**src/rtl/ccd_timing_pkg.sv**
```systemverilog
// Shared definitions for the linear CCD timing generator: TCD1500C defaults,
// FSM state encoding, frame-length helper and parameter legality check.
package ccd_timing_pkg;

  localparam int TCD_N_PIX     = 5412;
  localparam int TCD_PIX_DIV   = 40;
  localparam int TCD_RS_W      = 4;
  localparam int TCD_SP_OFS    = 8;
  localparam int TCD_SP_W      = 3;
  localparam int TCD_SAMPLE_PH = 10;
  localparam int TCD_SH_CYC    = 800;
  localparam int TCD_GUARD_CYC = 40;
  localparam int TCD_INTEG_W   = 32;

  localparam logic [2:0] ST_IDLE  = 3'd0;
  localparam logic [2:0] ST_SH_ON = 3'd1;
  localparam logic [2:0] ST_GUARD = 3'd2;
  localparam logic [2:0] ST_READ  = 3'd3;
  localparam logic [2:0] ST_WAIT  = 3'd4;

  function automatic int frame_cyc(input int sh_cyc, input int guard_cyc,
                                   input int n_pix, input int pix_div);
    return sh_cyc + guard_cyc + n_pix * pix_div;
  endfunction

  // The integration counter must reach FRAME_CYC-1 before saturating.
  function automatic bit params_ok(input int n_pix, input int pix_div, input int rs_w,
                                   input int sp_ofs, input int sp_w, input int sample_ph,
                                   input int sh_cyc, input int guard_cyc, input int integ_w);
    longint frame_last;
    frame_last = longint'(frame_cyc(sh_cyc, guard_cyc, n_pix, pix_div)) - 1;
    return n_pix >= 2 && pix_div >= 8 && (pix_div % 2) == 0 &&
           rs_w >= 1 && rs_w <= pix_div / 2 - 1 &&
           sp_w >= 1 && sp_ofs >= 0 && sp_ofs + sp_w <= pix_div &&
           sample_ph >= 0 && sample_ph < pix_div &&
           sh_cyc >= 1 && guard_cyc >= 1 && integ_w >= 1 && integ_w <= 62 &&
           frame_last < (longint'(1) << integ_w);
  endfunction

endpackage

```
**src/rtl/ccd_pixel_phase.sv**
```systemverilog
// Pixel-period phase counter and CLK/RS/SP/sample decode; parks at phase 0
// with the CCD clock high whenever the readout is not enabled.
module ccd_pixel_phase #(
  parameter int PIX_DIV   = 40,
  parameter int RS_W      = 4,
  parameter int SP_OFS    = 8,
  parameter int SP_W      = 3,
  parameter int SAMPLE_PH = 10
) (
  input  logic clk,
  input  logic rst_n,
  input  logic en,
  output logic ccd_clk,
  output logic rs,
  output logic sp,
  output logic sample,
  output logic wrap
);

  localparam int PH_W = $clog2(PIX_DIV);

  logic [PH_W-1:0] ph;

  assign wrap = en && (ph == PH_W'(PIX_DIV - 1));

  always_ff @(posedge clk or negedge rst_n) begin
    if (!rst_n)
      ph <= '0;
    else if (en && !wrap)
      ph <= ph + 1'b1;
    else
      ph <= '0;
  end

  assign ccd_clk = !en || (int'(ph) < PIX_DIV / 2);
  assign rs      = en && (int'(ph) < RS_W);
  assign sp      = en && (int'(ph) >= SP_OFS) && (int'(ph) < SP_OFS + SP_W);
  assign sample  = en && (int'(ph) == SAMPLE_PH);

endmodule

```
**src/rtl/ccd_linear_timing_gen.sv**
```systemverilog
// Linear CCD timing generator: trig synchroniser, frame FSM, integration and
// pixel counters; per-pixel waveforms come from ccd_pixel_phase.
module ccd_linear_timing_gen
  import ccd_timing_pkg::*;
#(
  parameter int N_PIX     = TCD_N_PIX,
  parameter int PIX_DIV   = TCD_PIX_DIV,
  parameter int RS_W      = TCD_RS_W,
  parameter int SP_OFS    = TCD_SP_OFS,
  parameter int SP_W      = TCD_SP_W,
  parameter int SAMPLE_PH = TCD_SAMPLE_PH,
  parameter int SH_CYC    = TCD_SH_CYC,
  parameter int GUARD_CYC = TCD_GUARD_CYC,
  parameter int INTEG_W   = TCD_INTEG_W
) (
  input  logic                     CLK20M,
  input  logic                     RST_N,
  input  logic                     trig,
  input  logic                     cont_en,
  input  logic                     stop_req,
  input  logic [INTEG_W-1:0]       integ_cycles,
  output logic                     SH,
  output logic                     CLK,
  output logic                     RS,
  output logic                     SP,
  output logic                     pix_valid,
  output logic [$clog2(N_PIX)-1:0] pix_idx,
  output logic                     frame_start,
  output logic                     frame_done,
  output logic                     busy,
  output logic                     trig_ignored
);

  localparam int PIX_W   = $clog2(N_PIX);
  localparam int CNT_MAX = (SH_CYC > GUARD_CYC) ? SH_CYC : GUARD_CYC;
  localparam int CNT_W   = $clog2(CNT_MAX + 1);

  if (!params_ok(N_PIX, PIX_DIV, RS_W, SP_OFS, SP_W, SAMPLE_PH,
                 SH_CYC, GUARD_CYC, INTEG_W)) begin : g_bad_params
    $error("ccd_linear_timing_gen: illegal timing parameters");
  end

  logic               trig_s1, trig_s2, trig_d, trig_edge;
  logic [2:0]         state, next_state, end_state;
  logic [CNT_W-1:0]   cnt;
  logic [INTEG_W-1:0] integ_cnt, integ_q, integ_thr;
  logic [PIX_W-1:0]   pix;
  logic               stop_lat, auto_hold;
  logic               ph_wrap, read_last, frame_entry, idle_entry;

  // NOTE: sequential state is written with <= so every flop samples the
  // pre-edge values of its neighbours, independent of block ordering.
  always_ff @(posedge CLK20M or negedge RST_N) begin
    if (!RST_N) begin
      trig_s1   <= 1'b0;
      trig_s2   <= 1'b0;
      trig_d    <= 1'b0;
      trig_edge <= 1'b0;
    end else begin
      trig_s1   <= trig;
      trig_s2   <= trig_s1;
      trig_d    <= trig_s2;
      trig_edge <= trig_s2 & ~trig_d;
    end
  end

  // integ_cycles of 0 behaves as 1, i.e. a threshold of 0.
  assign integ_thr   = (integ_q == '0) ? '0 : integ_q - 1'b1;
  assign read_last   = (state == ST_READ) && ph_wrap && (pix == PIX_W'(N_PIX - 1));
  assign end_state   = (integ_cnt < integ_thr)       ? ST_WAIT :
                       (stop_lat || !cont_en)        ? ST_IDLE : ST_SH_ON;
  assign frame_entry = (next_state == ST_SH_ON) && (state != ST_SH_ON);
  assign idle_entry  = (next_state == ST_IDLE) && (state != ST_IDLE);

  // NOTE: next_state gets its default before the case so no path leaves it
  // unassigned, which would otherwise infer a latch.
  always_comb begin
    next_state = state;
    case (state)
      ST_IDLE:  if (trig_edge || (cont_en && !auto_hold)) next_state = ST_SH_ON;
      ST_SH_ON: if (cnt == CNT_W'(SH_CYC - 1))    next_state = ST_GUARD;
      ST_GUARD: if (cnt == CNT_W'(GUARD_CYC - 1)) next_state = ST_READ;
      ST_READ:  if (read_last)                    next_state = end_state;
      ST_WAIT:                                    next_state = end_state;
      default:                                    next_state = ST_IDLE;
    endcase
  end

  always_ff @(posedge CLK20M or negedge RST_N) begin
    if (!RST_N) begin
      state     <= ST_IDLE;
      cnt       <= '0;
      integ_cnt <= '0;
      integ_q   <= '0;
      pix       <= '0;
      stop_lat  <= 1'b0;
      auto_hold <= 1'b0;
    end else begin
      state <= next_state;

      if (next_state != state)
        cnt <= '0;
      else if (state == ST_SH_ON || state == ST_GUARD)
        cnt <= cnt + 1'b1;

      if (frame_entry) begin
        integ_cnt <= '0;
        integ_q   <= integ_cycles;
      end else if (integ_cnt != '1) begin
        integ_cnt <= integ_cnt + 1'b1;
      end

      if (state == ST_READ && ph_wrap)
        pix <= read_last ? '0 : pix + 1'b1;

      if (idle_entry)
        stop_lat <= 1'b0;
      else if (state != ST_IDLE && stop_req)
        stop_lat <= 1'b1;

      // After a stop, a held-high cont_en must not relaunch frames; it re-arms
      // once cont_en drops. A trig edge still starts a frame.
      if (!cont_en)
        auto_hold <= 1'b0;
      else if (idle_entry && stop_lat)
        auto_hold <= 1'b1;
    end
  end

  ccd_pixel_phase #(
    .PIX_DIV   (PIX_DIV),
    .RS_W      (RS_W),
    .SP_OFS    (SP_OFS),
    .SP_W      (SP_W),
    .SAMPLE_PH (SAMPLE_PH)
  ) u_phase (
    .clk     (CLK20M),
    .rst_n   (RST_N),
    .en      (state == ST_READ),
    .ccd_clk (CLK),
    .rs      (RS),
    .sp      (SP),
    .sample  (pix_valid),
    .wrap    (ph_wrap)
  );

  assign SH           = (state == ST_SH_ON);
  assign pix_idx      = pix;
  assign frame_start  = (state == ST_SH_ON) && (cnt == '0);
  assign frame_done   = read_last;
  assign busy         = (state != ST_IDLE);
  assign trig_ignored = trig_edge && busy;

endmodule

```
**config.mk**
```make
export PLATFORM = sky130hd
export DESIGN_NAME = ccd_linear_timing_gen
export DESIGN_NICKNAME = d
export VERILOG_FILES = /design/src/rtl/ccd_timing_pkg.sv /design/src/rtl/ccd_pixel_phase.sv /design/src/rtl/ccd_linear_timing_gen.sv
export SDC_FILE = /design/constraint.sdc
export NUM_CORES = 1
export LEC_CHECK = 0
export ABC_AREA = 1
export ABC_CLOCK_PERIOD_IN_PS = 5100
export CAP_MARGIN = 20
export CELL_PAD_IN_SITES_DETAIL_PLACEMENT = 1
export CELL_PAD_IN_SITES_GLOBAL_PLACEMENT = 2
export CORE_ASPECT_RATIO = 0.7
export CORE_UTILIZATION = 34
export DETAILED_ROUTE_END_ITERATION = 8
export GPL_ROUTABILITY_DRIVEN = 0
export PLACE_DENSITY_LB_ADDON = 0.3
export REMOVE_ABC_BUFFERS = 1
export SETUP_SLACK_MARGIN = 0.4
export SYNTH_ARGS = -nofsm -noshare
export SYNTH_HDL_FRONTEND = slang
export SYNTH_SLANG_ARGS = --single-unit
```
**constraint.sdc**
```tcl
create_clock -name CLK20M -period 5.1 [get_ports CLK20M]
set_clock_uncertainty 0.1 [all_clocks]
set_input_delay 0.765 -clock CLK20M [delete_from_list [all_inputs] [get_ports CLK20M]]
set_output_delay 0.765 -clock CLK20M [all_outputs]
set_load 0.05 [all_outputs]
```
==> qor.yml <==
clock_tree:
  clk_pin_slew_worst_paths_ns: 0.07
  cts-htree-levels: 3
  ctsRootBufferMaster: "clkbuf_16"
  cts_tree: "built"
  cts_buffer_depth: 2
  cts_buffers: 9
  clock-sinks: 102
  cts.hold.buffers_added: 0
  insertion_delay_ns: 0.36
logic_synthesis:
  synth_cell_types: 50
  synth_area_leaders: "dfrtp_1 39%, nand2_1 12%, ha_1 7.6%"
  syn_avg_cell_area_um2: 7.61
  syn_inst: 863
  synth.ff_latch_count: 102
  synth_edf_count: 0
  synth_area_leader_cell: "dfrtp_1"
  synth-async-reset-ratio_pct: 100
  synthesis.area_mm2: 0.00657
  yosys_warnings: 0
  synth_top_area_share_pct: 38.9
  synthFlopType: "dfrtp_1"
  yosysSeqAreaShare_pct: 38.9
timing:
  clock.fmax_ghz: 0.234
  hold_viol: 0
  rsz0062_at_grt: "yes"
  finalSetupTns_ns: 0
  min_period_over_period_pct: 83.7
  setup_viol_count_final: 0
  fin_crit_ns: 4.27
  maxSlewViolCount: 0
  tightest_slew_ns: 0.932
  relSlewSlack_pct: 37.9
routing:
  post-route-drc-count: 0
  vias: 5868
  dr.pass1.iters: 4
  drt-initial-drc-count: 292
  ant_nets: 0
  routed_wl_mm: 19.0
  wire_per_inst_um: 16.0
  post_drt_via_cell_ratio: 4.94
floorplan:
  top_level_ports: 59
  die_w_um: 168
  start_util_pct: 34.7
  fp.dieH_um: 118
  die-area_mm2: 0.0199
  coreArea_mm2: 0.0189
  row_count: 42
grt:
  grt_max_degree: 70
  grt_pass1_vias: 5903
  grt_usage_pct: 19.8
  grt_overflow: 0
  antenna_found_initial: 0
  grt_pass1_wl_mm: 31.0
setup_path:
  max_stage_delay_ns: 0.42
  path_buf_inv: 5
  cp-end-kind: "flop"
  worst_path_max_delay_cell: "dfrtp_2"
  crit_fanout: 7
  crit_arrival_ns: 4.46
  crit_type: "flop to flop"
  critical_path_required_ns: 5.29
  crit_family: "simple AND/OR/NAND/NOR gates"
  cp-start-kind: "flop"
placed_design:
  hpwl_mm: 14.2
  portBuffers: 58
  placed_area_mm2: 0.00741
power_and_ir_drop:
  p_leak_nw: 3.64
  max-vdd-ir-drop_mv: 0.109
  power_density_mw_per_mm2: 198
cells_and_area:
  multi_input_area_mm2: 0.00360
  finish.instance_area_mm2: 0.00793
  areaGrowthSynthToFinish_pct: 20.8
  drive_gt1_share_pct: 9.83
  num_antenna_cells: 0
  fin_nets: 1018
  fill_cells: 2319
  layout.area.seq_mm2: 0.00255
worst_hold_path:
  hold_class: "flop to flop"
flow_run:
  maxCapViolations: 0
run_status:
  outcome: "finished clean"
## synth_stat cells (2+ instances only)
cell type	n
a21oi_1	35
nor3_2	2
a211oi_1	3
nor4_2	2
o21ai_2	8
xnor2_1	8
o221a_2	2
nor3_4	2
nor4_1	14
buf_4	2
a31oi_1	2
inv_2	7
o211ai_1	4
nand2_2	10
buf_6	5
nor2_2	7
nor3b_1	5
o21ai_1	2
nand3_1	39
o21ai_0	29
inv_1	91
buf_2	2
nand4_1	32
ha_1	40
nor3_1	29
xor2_1	26
dfrtp_1	102
or2_2	4
a21boi_0	2
clkinv_1	2
nand2_1	205
nor2_1	122
## registers in the layout, indices dropped and copies added, names as in the netlist
name / flops
auto_hold: 1
cnt: 10
integ_cnt: 32
integ_q: 32
pix_idx: 13
state: 3
stop_lat: 1
trig_d: 1
trig_edge: 1
trig_s1: 1
trig_s2: 1
u_phase.ph: 6
## stage by stage
stage                     instances  power, mW  worst slack (ns)  utilization (%)  hold slack, ns
final                          1188       1.57             0.829             41.9           0.254
after global routing           1188       1.63             0.378             41.9           0.270
after CTS                      1174       1.61             0.419             40.8           0.259
after detailed placement       1158      0.877             0.328             39.2           0.242
after global placement         1158      0.878             0.466             39.2           0.233
after floorplan                 853      0.829             0.998                -           0.231
## final cells by class
class                      instances  share of cell area (%)
clock inverter                     3                   0.552
clock buffer                      13                    3.15
multi-input combinational        650                    45.3
inverter                         101                    4.94
sequential                       102                    32.2
timing repair buffer              75                    9.78
tap                              242                    3.82
timing repair inverter             2                   0.252
## report_power, final
part / switching (mW) / leakage, nW / internal (mW)
clock: 0.318 / 0.144 / 0.396
combinational: 0.0238 / 2.26 / 0.0253
sequential: 0.000664 / 1.23 / 0.810
total: 0.342 / 3.64 / 1.23
## layer usage
metal  global-route usage, %  up-vias  part of all wire [%]
met5                       0        -                     0
met4                    4.43        0                  0.96
met3                    3.11       13                   2.6
met2                    27.5       67                    39
met1                    31.5     2788                    57
li1                        -     3000                     -
## cell families after synthesis
| family | after synthesis | share of synthesized area (%) |
|---|---|---|
| compound gates | 93 | 8.38 |
| flops | 102 | 38.9 |
| xor+xnor | 34 | 4.54 |
| simple gates | 482 | 33.3 |
| buf+inv | 111 | 7.11 |
| fa+ha+maj | 40 | 7.62 |
| mux | 1 | 0.152 |
## layout by cell type (no fill, tap or decap), types with 28 or more instances in the layout
cell             count
nand3_1             38
dfrtp_1            101
clkdlybuf4s50_1     57
nand4_1             32
a21oi_1             35
nand2_1            203
o21ai_0             28
nor3_1              29
nor2_1             118
ha_1                40
inv_1               90
## what timing repair did
action / in CTS / in global routing
gates resized for setup: 2 / 23
setup endpoints to repair: 27 / 76
gates cloned: 0 / 3
buffers inserted: 0 / 11
pin swaps: 0 / 6
## final timing paths
path / startpoint / to / slack (ns) / cells past startpoint
max: integ_q[2] / integ_cnt[27] / 0.83 / 28
min: trig_s1 / trig_s2 / 0.25 / 0
max reg2reg: integ_q[2] / integ_cnt[27] / 0.83 / 28
min reg2reg: trig_s1 / trig_s2 / 0.25 / 0
max in group asynchronous: RST_N / integ_q[2] / 3.40 / 2
min in group asynchronous: RST_N / pix_idx[3] / 0.42 / 1
(Power assumes the default switching activity.)
